<file path="src/rtl/line_stream.sv">
// Bresenham line generator: one command in, every pixel of the segment out over valid/ready.
// Optional window clipping is enabled by defining LINE_CLIP_EN.
module line_stream #(
  parameter int unsigned WIDTH_BITS = 6,
  parameter int unsigned COLOR_BITS = 8,
  parameter int unsigned CLIP_W     = 64,
  parameter int unsigned CLIP_H     = 64
) (
  input  logic                  clk,
  input  logic                  reset,
  input  logic                  cmd_valid,
  output logic                  cmd_ready,
  input  logic [WIDTH_BITS:0]   x0,
  input  logic [WIDTH_BITS:0]   y0,
  input  logic [WIDTH_BITS:0]   x1,
  input  logic [WIDTH_BITS:0]   y1,
  input  logic [COLOR_BITS-1:0] color_in,
  output logic                  out_valid,
  input  logic                  out_ready,
  output logic [WIDTH_BITS:0]   x,
  output logic [WIDTH_BITS:0]   y,
  output logic [COLOR_BITS-1:0] color_out,
  output logic                  out_last,
  output logic                  done,
  output logic                  busy
);

  localparam int unsigned CW  = WIDTH_BITS + 1;
  localparam int unsigned DW  = WIDTH_BITS + 2;
  localparam int unsigned EW  = WIDTH_BITS + 3;
  localparam int unsigned E2W = WIDTH_BITS + 4;

`ifdef LINE_CLIP_EN
  localparam bit CLIP_EN = 1'b1;
`else
  localparam bit CLIP_EN = 1'b0;
`endif

  typedef enum logic [1:0] {IDLE, SETUP, RUN} state_e;

  state_e                 state_q, state_d;
  logic signed [CW-1:0]   x_q, x_d, y_q, y_d, x1_q, x1_d, y1_q, y1_d;
  logic signed [DW-1:0]   dx_q, dx_d, dy_q, dy_d;
  logic                   sx_neg_q, sx_neg_d, sy_neg_q, sy_neg_d;
  logic signed [EW-1:0]   err_q, err_d;
  logic [COLOR_BITS-1:0]  color_q, color_d;
  logic                   valid_q, valid_d, last_q, last_d, done_q, done_d;
  logic                   ready_q, ready_d, busy_q, busy_d;

  logic signed [DW-1:0]   ddx, ddy;
  logic signed [E2W-1:0]  e2;
  logic                   step_x, step_y, fire, at_end;

  function automatic logic visible(input logic signed [CW-1:0] px, input logic signed [CW-1:0] py);
    visible = !CLIP_EN || (px >= 0 && int'(px) < int'(CLIP_W) && py >= 0 && int'(py) < int'(CLIP_H));
  endfunction

  // Next-state, Bresenham step and registered-output precompute
  always_comb begin
    state_d  = state_q;
    x_d      = x_q;
    y_d      = y_q;
    x1_d     = x1_q;
    y1_d     = y1_q;
    dx_d     = dx_q;
    dy_d     = dy_q;
    sx_neg_d = sx_neg_q;
    sy_neg_d = sy_neg_q;
    err_d    = err_q;
    color_d  = color_q;
    done_d   = 1'b0;
    ddx      = '0;
    ddy      = '0;
    e2       = '0;
    step_x   = 1'b0;
    step_y   = 1'b0;
    at_end   = (x_q == x1_q) && (y_q == y1_q);
    // A clipped pixel has valid_q low and advances without waiting for out_ready.
    fire     = valid_q ? out_ready : 1'b1;

    case (state_q)
      IDLE: begin
        if (cmd_valid && ready_q) begin
          x_d     = $signed(x0);
          y_d     = $signed(y0);
          x1_d    = $signed(x1);
          y1_d    = $signed(y1);
          color_d = color_in;
          state_d = SETUP;
        end
      end
      SETUP: begin
        ddx      = DW'(x1_q) - DW'(x_q);
        ddy      = DW'(y1_q) - DW'(y_q);
        dx_d     = (ddx < 0) ? -ddx : ddx;
        dy_d     = (ddy < 0) ? ddy : -ddy;
        sx_neg_d = !(x_q < x1_q);
        sy_neg_d = !(y_q < y1_q);
        err_d    = EW'(dx_d) + EW'(dy_d);
        state_d  = RUN;
      end
      RUN: begin
        if (fire) begin
          if (at_end) begin
            state_d = IDLE;
            done_d  = 1'b1;
          end else begin
            e2     = E2W'(err_q) + E2W'(err_q);
            step_x = e2 >= E2W'(dy_q);
            step_y = e2 <= E2W'(dx_q);
            err_d  = err_q + (step_x ? EW'(dy_q) : EW'(0)) + (step_y ? EW'(dx_q) : EW'(0));
            if (step_x) x_d = sx_neg_q ? x_q - CW'(1) : x_q + CW'(1);
            if (step_y) y_d = sy_neg_q ? y_q - CW'(1) : y_q + CW'(1);
          end
        end
      end
      default: state_d = IDLE;
    endcase

    valid_d = (state_d == RUN) && visible(x_d, y_d);
    last_d  = valid_d && (x_d == x1_d) && (y_d == y1_d);
    ready_d = (state_d == IDLE);
    busy_d  = (state_d != IDLE);
  end

  always_ff @(posedge clk or negedge reset) begin
    if (!reset) begin
      state_q  <= IDLE;
      x_q      <= '0;
      y_q      <= '0;
      x1_q     <= '0;
      y1_q     <= '0;
      dx_q     <= '0;
      dy_q     <= '0;
      sx_neg_q <= 1'b0;
      sy_neg_q <= 1'b0;
      err_q    <= '0;
      color_q  <= '0;
      valid_q  <= 1'b0;
      last_q   <= 1'b0;
      done_q   <= 1'b0;
      ready_q  <= 1'b1;
      busy_q   <= 1'b0;
    end else begin
      state_q  <= state_d;
      x_q      <= x_d;
      y_q      <= y_d;
      x1_q     <= x1_d;
      y1_q     <= y1_d;
      dx_q     <= dx_d;
      dy_q     <= dy_d;
      sx_neg_q <= sx_neg_d;
      sy_neg_q <= sy_neg_d;
      err_q    <= err_d;
      color_q  <= color_d;
      valid_q  <= valid_d;
      last_q   <= last_d;
      done_q   <= done_d;
      ready_q  <= ready_d;
      busy_q   <= busy_d;
    end
  end

  assign cmd_ready = ready_q;
  assign out_valid = valid_q;
  assign x         = x_q;
  assign y         = y_q;
  assign color_out = color_q;
  assign out_last  = last_q;
  assign done      = done_q;
  assign busy      = busy_q;

endmodule

</file>
<file path="config.mk">
export PLATFORM = sky130hd
export DESIGN_NAME = line_stream
export DESIGN_NICKNAME = d
export VERILOG_FILES = /design/src/rtl/line_stream.sv
export SDC_FILE = /design/constraint.sdc
export NUM_CORES = 1
export LEC_CHECK = 0
export ABC_AREA = 1
export CAP_MARGIN = 40
export CORE_MARGIN = 2
export CORE_UTILIZATION = 40
export CTS_BUF_LIST = sky130_fd_sc_hd__clkbuf_4
export DETAILED_ROUTE_END_ITERATION = 12
export PLACE_DENSITY = 0.64
export RECOVER_POWER = 100
export REMOVE_ABC_BUFFERS = 1
export SLEW_MARGIN = 10
export SYNTH_ARGS = -nofsm -noshare
export SYNTH_HDL_FRONTEND = slang
export SYNTH_SLANG_ARGS = --single-unit
</file>
<file path="constraint.sdc">
create_clock -name clk -period 4.6 [get_ports clk]
set_input_delay 1.38 -clock clk [delete_from_list [all_inputs] [get_ports clk]]
set_output_delay 1.38 -clock clk [all_outputs]
set_load 0.005 [all_outputs]
</file>
# Word-level counts from Yosys, hierarchy flattened
# Cells that the tools add are included.
word_totals:
  reg_bits: 70
  wordCells: 86
  input_bits: 40
  output_inout_bits: 27
op_classes:
  n_reduce_logical: 12
  muxes: 31
  n_addsub: 12
  eq_ne: 9
  magnitude_cmp: 6
op_table:
  columns: ["cell", "count"]
  rows:
  - ["$mux 7", 14]
  - ["$mux 9", 4]
  - ["$eq 7x7->1", 4]
  - ["$pmux 7 s2", 2]
  - ["$add 9x9->9", 2]
  - ["$pmux 9 s2", 1]
  - ["$lt 8x1->1 const B", 2]
  - ["$mux 8", 2]
  - ["$neg 8->8", 2]
  - ["$sub 7x7->8", 2]
  - ["$add 7x2->7 const B", 2]
  - ["$lt 7x7->1", 2]
  - ["$sub 7x2->7 const B", 2]
  - ["$add 9x9->10", 1]
  - ["$ge 10x8->1", 1]
  - ["$le 10x8->1", 1]
  - ["$add 8x8->9", 1]
  - ["$mux 2", 3]
  - ["$pmux 2 s3", 1]
  - ["$eq 2x2->1 const B", 2]
  - ["$logic_and 1x1->1", 4]
  - ["$logic_not 2->1", 2]
  - ["$mux 1", 4]
  - ["$ne 2x2->1 const B", 2]
  - ["5 further kinds", 7]

# Depth between registers and ports, before layout
# Gate-level depths: netlist of run 1.
depth:
  word_depth: 9
  mapped_depth: 28
  depth_no_buf: 28

# Least setup slack after synthesis of run 1
# Ideal clock, no wire load.
synth_timing:
  path_kind: "register to register"
  from: "register dy_q[7]"
  to: "register err_q[7]"
  period_less_slack_ns: 3.624
  setup_slack_ns: 0.976
  arrival_time_ns: 3.542
  setup_ns: 0.082
  stages_incl_launch_ff: 23
  n_path_buf: 1
  required_time_ns: 4.518
  cell_sequence: "dfrtp_1 > inv_1 > ha_1 > a21o_1 > nor2_1 > nand3_1 > nand2_1 > nand2_2 > buf_4 > inv_2 > nor2_1 > fa_1 > ha_1 > inv_1 > fa_1 > o31ai_1 > and2_1 > nor2_1 > nor2_1 > nor2_1 > xnor2_1 > nand2_1 > a31oi_1"
synth_between:
  elab_chain_len: 7
synth_rtl:
  columns: ["element", "line_no", "source"]
  rows:
  - ["start: declaration", "43", "logic signed [DW-1:0] dx_q, dx_d, dy_q, dy_d;"]
  - ["start signal: assignment", "151", "dy_q <= dy_d;"]
  - ["$ge 10x8->1", "109", "step_x = e2 >= E2W'(dy_q);"]
  - ["$mux 9 *", "111", "err_d = err_q + (step_x ? EW'(dy_q) : EW'(0)) + (step_y ? EW'(dx_q) : EW'(0));"]
  - ["$add 9x9->9 * (2 in series)", "111", null]
  - ["$mux 9 *", "104", "if (at_end) begin"]
  - ["$mux 9 *", "103", "if (fire) begin"]
  - ["$pmux 9 s2 *", "81", "case (state_q)"]
  - ["end signal: assignment", "154", "err_q <= err_d;"]
  - ["end: declaration", "45", "logic signed [EW-1:0] err_q, err_d;"]
# Every way passes the cells marked *; elsewhere a longest branch is shown, timed or not. The select of a mux whose other input is x is not followed.
# A chain may end at the register's enable or synchronous reset.

# Worst setup path after layout of run 1
layout_timing:
  from: "input port out_ready"
  to: "register last_q (netlist: out_last)"
layout_between:
  elab_chain_len: 6
  word_cells_on_any_way: 12
  cone_classes: "eq/ne (3); mux (7); reduce/logical (2)"
layout_rtl:
  columns: ["element", "line_no", "source"]
  rows:
  - ["start: declaration", "19", "input logic out_ready,"]
  - ["$mux 1 *", "79", "fire = valid_q ? out_ready : 1'b1;"]
  - ["$mux 7 / $mux 2 (equally long branches)", "103", null]
  - ["$pmux 7 s2 / $pmux 2 s3 (equally long branches)", "81", null]
  - ["$eq 7x7->1 / $eq 2x2->1 (equally long branches)", "121, 120", null]
  - ["$logic_and 1x1->1", "121", "last_d = valid_d && (x_d == x1_d) && (y_d == y1_d);"]
  - ["$logic_and 1x1->1 *", "121", null]
  - ["net last_d", "47", "logic valid_q, valid_d, last_q, last_d, done_q, done_d;"]
  - ["end signal: assignment", "157", "last_q <= last_d;"]
  - ["end: declaration", "47", null]
# The timed path passes the listed nets; every way through them passes the cells marked *.

==> impl_metrics.ini, run 1 <==
[clock_network]
postCtsSetupBuffers = 0
clk_path_buf_depth = 2
holdBufCountCts = 0
cts_buffers = 9
clock-sinks = 70
path_clk_slew_ns = 0.14
cts_tree = yes
cts_resized = 0
htreeDepth = 3
clockRootBuffer = clkbuf_4
clock_latency_ns = 0.46

[outcome]
status = complete, but fails checks
violations = capacitance limit, slew limit

[sta]
fmaxAchievable_ghz = 0.238
fin_setup_tns_ns = 0
period_needed_ns = 4.20
fin_crit_sh_pct = 91.2
setup_violations = 0
final_hold_viol_count = 0
drv_slew = 32
rsz0062_at_grt = false
relSlewSlack_pct = -11.7
clock_skew_ns = 0.0281
tightest_slew_ns = 1.68

[power]
clkPwrFrac_pct = 14.0
power.density_mw_per_mm2 = 444
vdd_drop_max_mv = 0.244
swShare_pct = 49.2
power_uw = 3140
p_leak_uw = 0.00387
p_sw_uw = 1540
share_comb_of_total_power_pct = 61.8
cellInternalPower_uw = 1590
p_seq_share_pct = 24.2

[placement]
place_congestion = 0.872
dp_hpwl_um = 12400
port_buffers = 66

[floorplanning]
fp-row-count = 45
core-area_mm2 = 0.0150
die_h_um = 128
die_area_mm2 = 0.0163
fp.dieW_um = 128
start_util_pct = 40.6
io_pins = 67

[worst_setup_path]
arrival_ns = 4.60
critPathKind = in -> reg
startpoint = out_ready
start_kind = primary input
reg2reg_from = dx_q[7]$_DFFE_PN0P_
required_ns = 5.00
critPathCaptureType = flip-flop
critPathMaxFanout = 16

[min_path]
holdCritStartpoint = color_out[3]$_DFFE_PN0P_
hold_path.class = reg -> reg

[global_routing]
grt_pass1_wl_um = 26700
grt_pass1_vias = 5351
grt_max_degree = 42
grt_overflow = 0
antenna_found_initial = 0
track_usage_pct = 20.8

[routing]
drtPass1Iterations = 5
drc = 0
viasPerCell = 5.00
wl_per_cell_um = 14.4
wl_um = 15900
num_vias = 5533
drt-initial-drc-count = 385
ant_nets = 0

[synth]
yosys.area.top_type = dfrtp_1
syn_area_mm2 = 0.00610
ys_warn_count = 0
synth-main-ff-cell = dfrtp_1
post_synth.cell_area_avg_um2 = 7.21
syn_inst = 846
synth_common_cells = 199 x nand2_1, 141 x inv_1, 69 x dfrtp_1
synth_seq_area_share_pct = 28.7
synth_top_area_share_pct = 28.3
synth-edff-count = 0
async_flop_share_pct = 100
ys_top_cells_by_area = dfrtp_1 28%, ha_1 13%, nand2_1 12%
synth_seq_cells = 70
synth_cell_types = 45
post-synth-top-count-cell = nand2_1

[final_layout]
fillers = 1512
regArea_mm2 = 0.00175
multi_input_area_mm2 = 0.00370
area.growth.synth_to_final_pct = 15.8
diodes = 0
drive_gt1_share_pct = 5.11
final_nets = 1029

[flow_run]
cap_viol_max_count = 2
## registers in the layout (all words and copies together) (netlist names), 2 cells and up
register   flops
state_q        2
y1_q           7
dx_q           8
x              7
color_out      8
x1_q           7
dy_q           8
err_q          9
y              7
## through the flow
step | std cells | setup WS (ns) | util, % | area [um2] | hold slack [ns]
floorplan | 832 | 0.992 | - | 6030 | 0.453
global placement | 1090 | 0.656 | 46.3 | 6960 | 0.461
detailed placement | 1091 | 0.570 | 46.5 | 6990 | 0.460
CTS | 1107 | 0.535 | 47.4 | 7130 | 0.499
global route | 1107 | 0.0554 | 47.0 | 7070 | 0.513
finish | 1107 | 0.403 | 47.0 | 7070 | 0.485
## worst paths after layout
path,endpoint,cells past startpoint,slack (ns)
max,out_last$_DFF_PN0_,13,0.40
min,color_out[3]$_DFFE_PN0P_,2,0.49
max reg2reg,err_q[7]$_DFFE_PN0P_,23,0.52
min reg2reg,color_out[3]$_DFFE_PN0P_,2,0.49
max in group asynchronous,err_q[2]$_DFFE_PN0P_,2,1.38
min in group asynchronous,color_out[1]$_DFFE_PN0P_,1,1.33
## logic make-up (layout without fill, tap and decap cells)
family / Yosys count / after routing / synth area share, %
AND/OR/NAND/NOR: 376 / 376 / 27.2
buffers and inverters: 161 / 234 / 10.2
AO/OA/AOI/OAI: 129 / 129 / 11.7
adder cells (fa/ha/maj): 75 / 75 / 17.1
flip-flops: 70 / 70 / 28.7
XOR/XNOR: 34 / 34 / 4.88
multiplexers: 1 / 1 / 0.164
## placed cells by master, fill, tap and decap left out, types with 3 or more instances in the layout
| master | instances |
|---|---|
| o21ai_1 | 5 |
| nor2_2 | 5 |
| nand3_2 | 4 |
| nor3_1 | 5 |
| xnor2_1 | 11 |
| ha_1 | 61 |
| xor2_1 | 23 |
| o22ai_1 | 3 |
| inv_1 | 143 |
| a21o_1 | 3 |
| dfrtp_1 | 69 |
| clkbuf_1 | 4 |
| dlygate4sd3_1 | 28 |
| o211ai_1 | 3 |
| nand4_1 | 12 |
| inv_2 | 4 |
| a31oi_1 | 9 |
| o21bai_1 | 3 |
| or2_2 | 8 |
| nand3_1 | 59 |
| a21oi_1 | 42 |
| clkbuf_4 | 10 |
| o21ai_0 | 54 |
| nand2_1 | 201 |
| clkdlybuf4s50_1 | 37 |
| o31ai_1 | 3 |
| nor2_1 | 67 |
| fa_1 | 14 |
## layer usage
metal / up-vias / share of wire [%] / track usage, %
li1: 2858 / - / -
met1: 2528 / 47 / 27.7
met2: 129 / 46 / 34.1
met3: 18 / 4.7 / 4.56
met4: 0 / 2.4 / 6.40
met5: - / 0 / 0
## worst max-delay path: stages
cell and delay (ns):
dlygate4sd3_1 0.52, nor2_1 0.10, nor2_1 1.15, nand2_1 0.48, nand2_1 0.15, nand3_1 0.10, nand3_1 0.19, nand2_1 0.07
nor2_1 0.10, nand2_1 0.07, nor2_1 0.11, nand2_1 0.07, nor2_2 0.08
## power by group through the flow
stage	Clock (uW)	Combinational (uW)	Sequential, uW
2_1_floorplan	0	1430	748
3_3_place_gp	0	1930	772
3_5_place_dp	0	1950	772
4_1_cts	458	1970	761
5_1_grt	485	2230	769
6_report	438	1940	758
## cell type report
| class | instances | area share [%] |
|---|---|---|
| inverters | 147 | 7.81 |
| multi-input cells | 615 | 52.4 |
| repair buffers | 71 | 9.60 |
| flip-flops and latches | 70 | 24.8 |
| clock buffers | 10 | 1.06 |
| clock inverters | 6 | 1.01 |
| well taps | 188 | 3.33 |
(Power assumes the default switching activity.)
==> run 2: changes to the inputs <==
--- a/config.mk
+++ b/config.mk
@@ -9,7 +9,6 @@
 export CAP_MARGIN = 40
 export CORE_MARGIN = 2
 export CORE_UTILIZATION = 40
-export CTS_BUF_LIST = sky130_fd_sc_hd__clkbuf_4
 export DETAILED_ROUTE_END_ITERATION = 12
 export PLACE_DENSITY = 0.64
 export RECOVER_POWER = 100
==> impl_metrics.ini, run 2 (synthesis results as in run 1) <==
[outcome]
status = complete, but fails checks
violations = capacitance limit, slew limit

[power]
p_seq_share_pct = 22.2
swShare_pct = 46.1
p_leak_uw = 0.00395
vdd_drop_max_mv = 0.250
cellInternalPower_uw = 1840
clkPwrFrac_pct = 21.2
p_sw_uw = 1580
power.density_mw_per_mm2 = 474
share_comb_of_total_power_pct = 56.6

[final_layout]
largest-register = err_q
final_cell_mix = 200 x nand2_1, 143 x inv_1, 69 x dfrtp_1, 66 x nor2_1, 61 x ha_1
largest_reg_flops = 9
final_nets = 1029
diodes = 0
area.growth.synth_to_final_pct = 18.4
final_common_cell = nand2_1
drive_gt1_share_pct = 5.22
fillers = 1495
finalNonFillerCells = 1107

[clock_network]
htreeDepth = 3
holdBufCountCts = 0
cts_tree = yes
clock-sinks = 70
clk_path_buf_depth = 2
cts_buffers = 9
path_clk_slew_ns = 0.06
postCtsSetupBuffers = 0
cts_resized = 0
clock_latency_ns = 0.35
clockRootBuffer = clkbuf_16

[worst_setup_path]
critPathBufInv = 2
crit_cells = 7
crit_end = err_q[0]$_DFFE_PN0P_
crit_chain = dlygate4sd3_1 -> nor2_1 -> nor2_1 -> a21oi_1 -> inv_1 -> o211ai_1 -> o21ai_1
critPathKind = in -> reg
rr_worst_depth = 24
startpoint = out_ready
max_stage_delay_ns = 1.14
required_ns = 4.87
critPathCaptureType = flip-flop
reg2reg_from = dx_q[7]$_DFFE_PN0P_
critPathMaxFanout = 16
cp_top_family = simple AND/OR/NAND/NOR gates
arrival_ns = 4.41
reg2reg_slack_ns = 0.52
cpMostUsedCell = nor2_1
crit_slowest_cell = nor2_1
start_kind = primary input
rr_endpoint = err_q[8]$_DFFE_PN0P_

[floorplanning]
io_pins = 67
fp-row-count = 45
die_h_um = 128
fp.dieW_um = 128
core-area_mm2 = 0.0150
start_util_pct = 40.6
die_area_mm2 = 0.0163

[placement]
place_congestion = 0.872
dp_hpwl_um = 12400
port_buffers = 66
place_ws_ns = 0.570
placedCellCount = 1091

[global_routing]
grt_overflow = 0
busiest_layer = met2
grt_use_met1_pct = 27.8
grt_util_met3_pct = 5.07
track_usage_pct = 21.2
use_met2_pct = 33.9
grt_max_degree = 42
antenna_found_initial = 0
grt_pass1_vias = 5421
grt_pass1_wl_um = 26900

[routing]
wl_um = 16000
ant_nets = 0
num_vias = 5591
wl_per_cell_um = 14.5
drt-initial-drc-count = 351
drc = 0
drtPass1Iterations = 5
viasPerCell = 5.05

[sta]
fmaxAchievable_ghz = 0.242
fin_setup_tns_ns = 0
fin_crit_sh_pct = 89.9
layout_setup_ws_ns = 0.465
timing.hold.ws_ns = 0.468
final_hold_viol_count = 0
period_needed_ns = 4.14
rsz0062_at_grt = false
drv_slew = 32
clock_skew_ns = 0.00907
tightest_slew_ns = 1.67
setup_violations = 0
relSlewSlack_pct = -11.3

[min_path]
hold_path.class = reg -> reg
hold_depth = 2

[flow_run]
cap_viol_max_count = 2
[run 2: worst min path at each step]
stage                             start                        to  slack (ns)
2_1_floorplan       dx_q[2]$_DFFE_PN0P_       dx_q[2]$_DFFE_PN0P_        0.45
3_3_place_gp   color_out[6]$_DFFE_PN0P_  color_out[6]$_DFFE_PN0P_        0.46
3_5_place_dp   color_out[2]$_DFFE_PN0P_  color_out[2]$_DFFE_PN0P_        0.46
4_1_cts        color_out[5]$_DFFE_PN0P_  color_out[5]$_DFFE_PN0P_        0.48
5_1_grt        color_out[2]$_DFFE_PN0P_  color_out[2]$_DFFE_PN0P_        0.49
6_report       color_out[3]$_DFFE_PN0P_  color_out[3]$_DFFE_PN0P_        0.47
[run 2: worst register-to-register path, delay by kind of cell, from the launching register on]
| kind | cells | cell delay, ns |
|---|---|---|
| buffers and inverters | 3 | 0.33 |
| and+or+nand+nor | 13 | 1.28 |
| DFF | 1 | 0.38 |
| adders and majority gates | 3 | 1.07 |
| AOI/OAI and AO/OA | 5 | 0.93 |
[run 2: per-stage QoR]
stage	area, um2	utilization, %	power [uW]
2_1_floorplan	6030	-	2180
3_3_place_gp	6960	46.3	2700
3_5_place_dp	6990	46.5	2720
4_1_cts	7290	48.5	3490
5_1_grt	7220	48.1	3780
6_report	7220	48.1	3430
[run 2: layout make-up]
class	instances	area [um2]	area share (%)
multi-input combinational	615	3710	51.3
sequential	70	1750	24.3
timing repair buffer	71	678	9.39
inverter	147	552	7.64
tap	188	235	3.26
clock buffer	10	229	3.17
clock inverter	6	71.3	0.987
[run 2: power groups by stage]
stage | clock network [uW] | registers (uW) | logic [uW]
after CTS | 750 | 762 | 1970
after floorplan | 0 | 748 | 1430
final | 727 | 759 | 1940
after detailed placement | 0 | 772 | 1950
after global placement | 0 | 772 | 1930
after global routing | 775 | 770 | 2240
[run 2: routing by layer]
layer	up-vias	wire, um
li1	2861	-
met1	2564	7460
met2	129	7260
met3	37	730
met4	0	579
met5	-	0
==> run 3: changes to the inputs <==
--- a/config.mk
+++ b/config.mk
@@ -10,6 +10,7 @@
 export CORE_MARGIN = 2
 export CORE_UTILIZATION = 40
 export DETAILED_ROUTE_END_ITERATION = 12
+export HOLD_SLACK_MARGIN = 0.06
 export PLACE_DENSITY = 0.64
 export RECOVER_POWER = 100
 export REMOVE_ABC_BUFFERS = 1
==> results of run 3 <==
The final DEF is identical to that of run 2; final timing and power are the same.
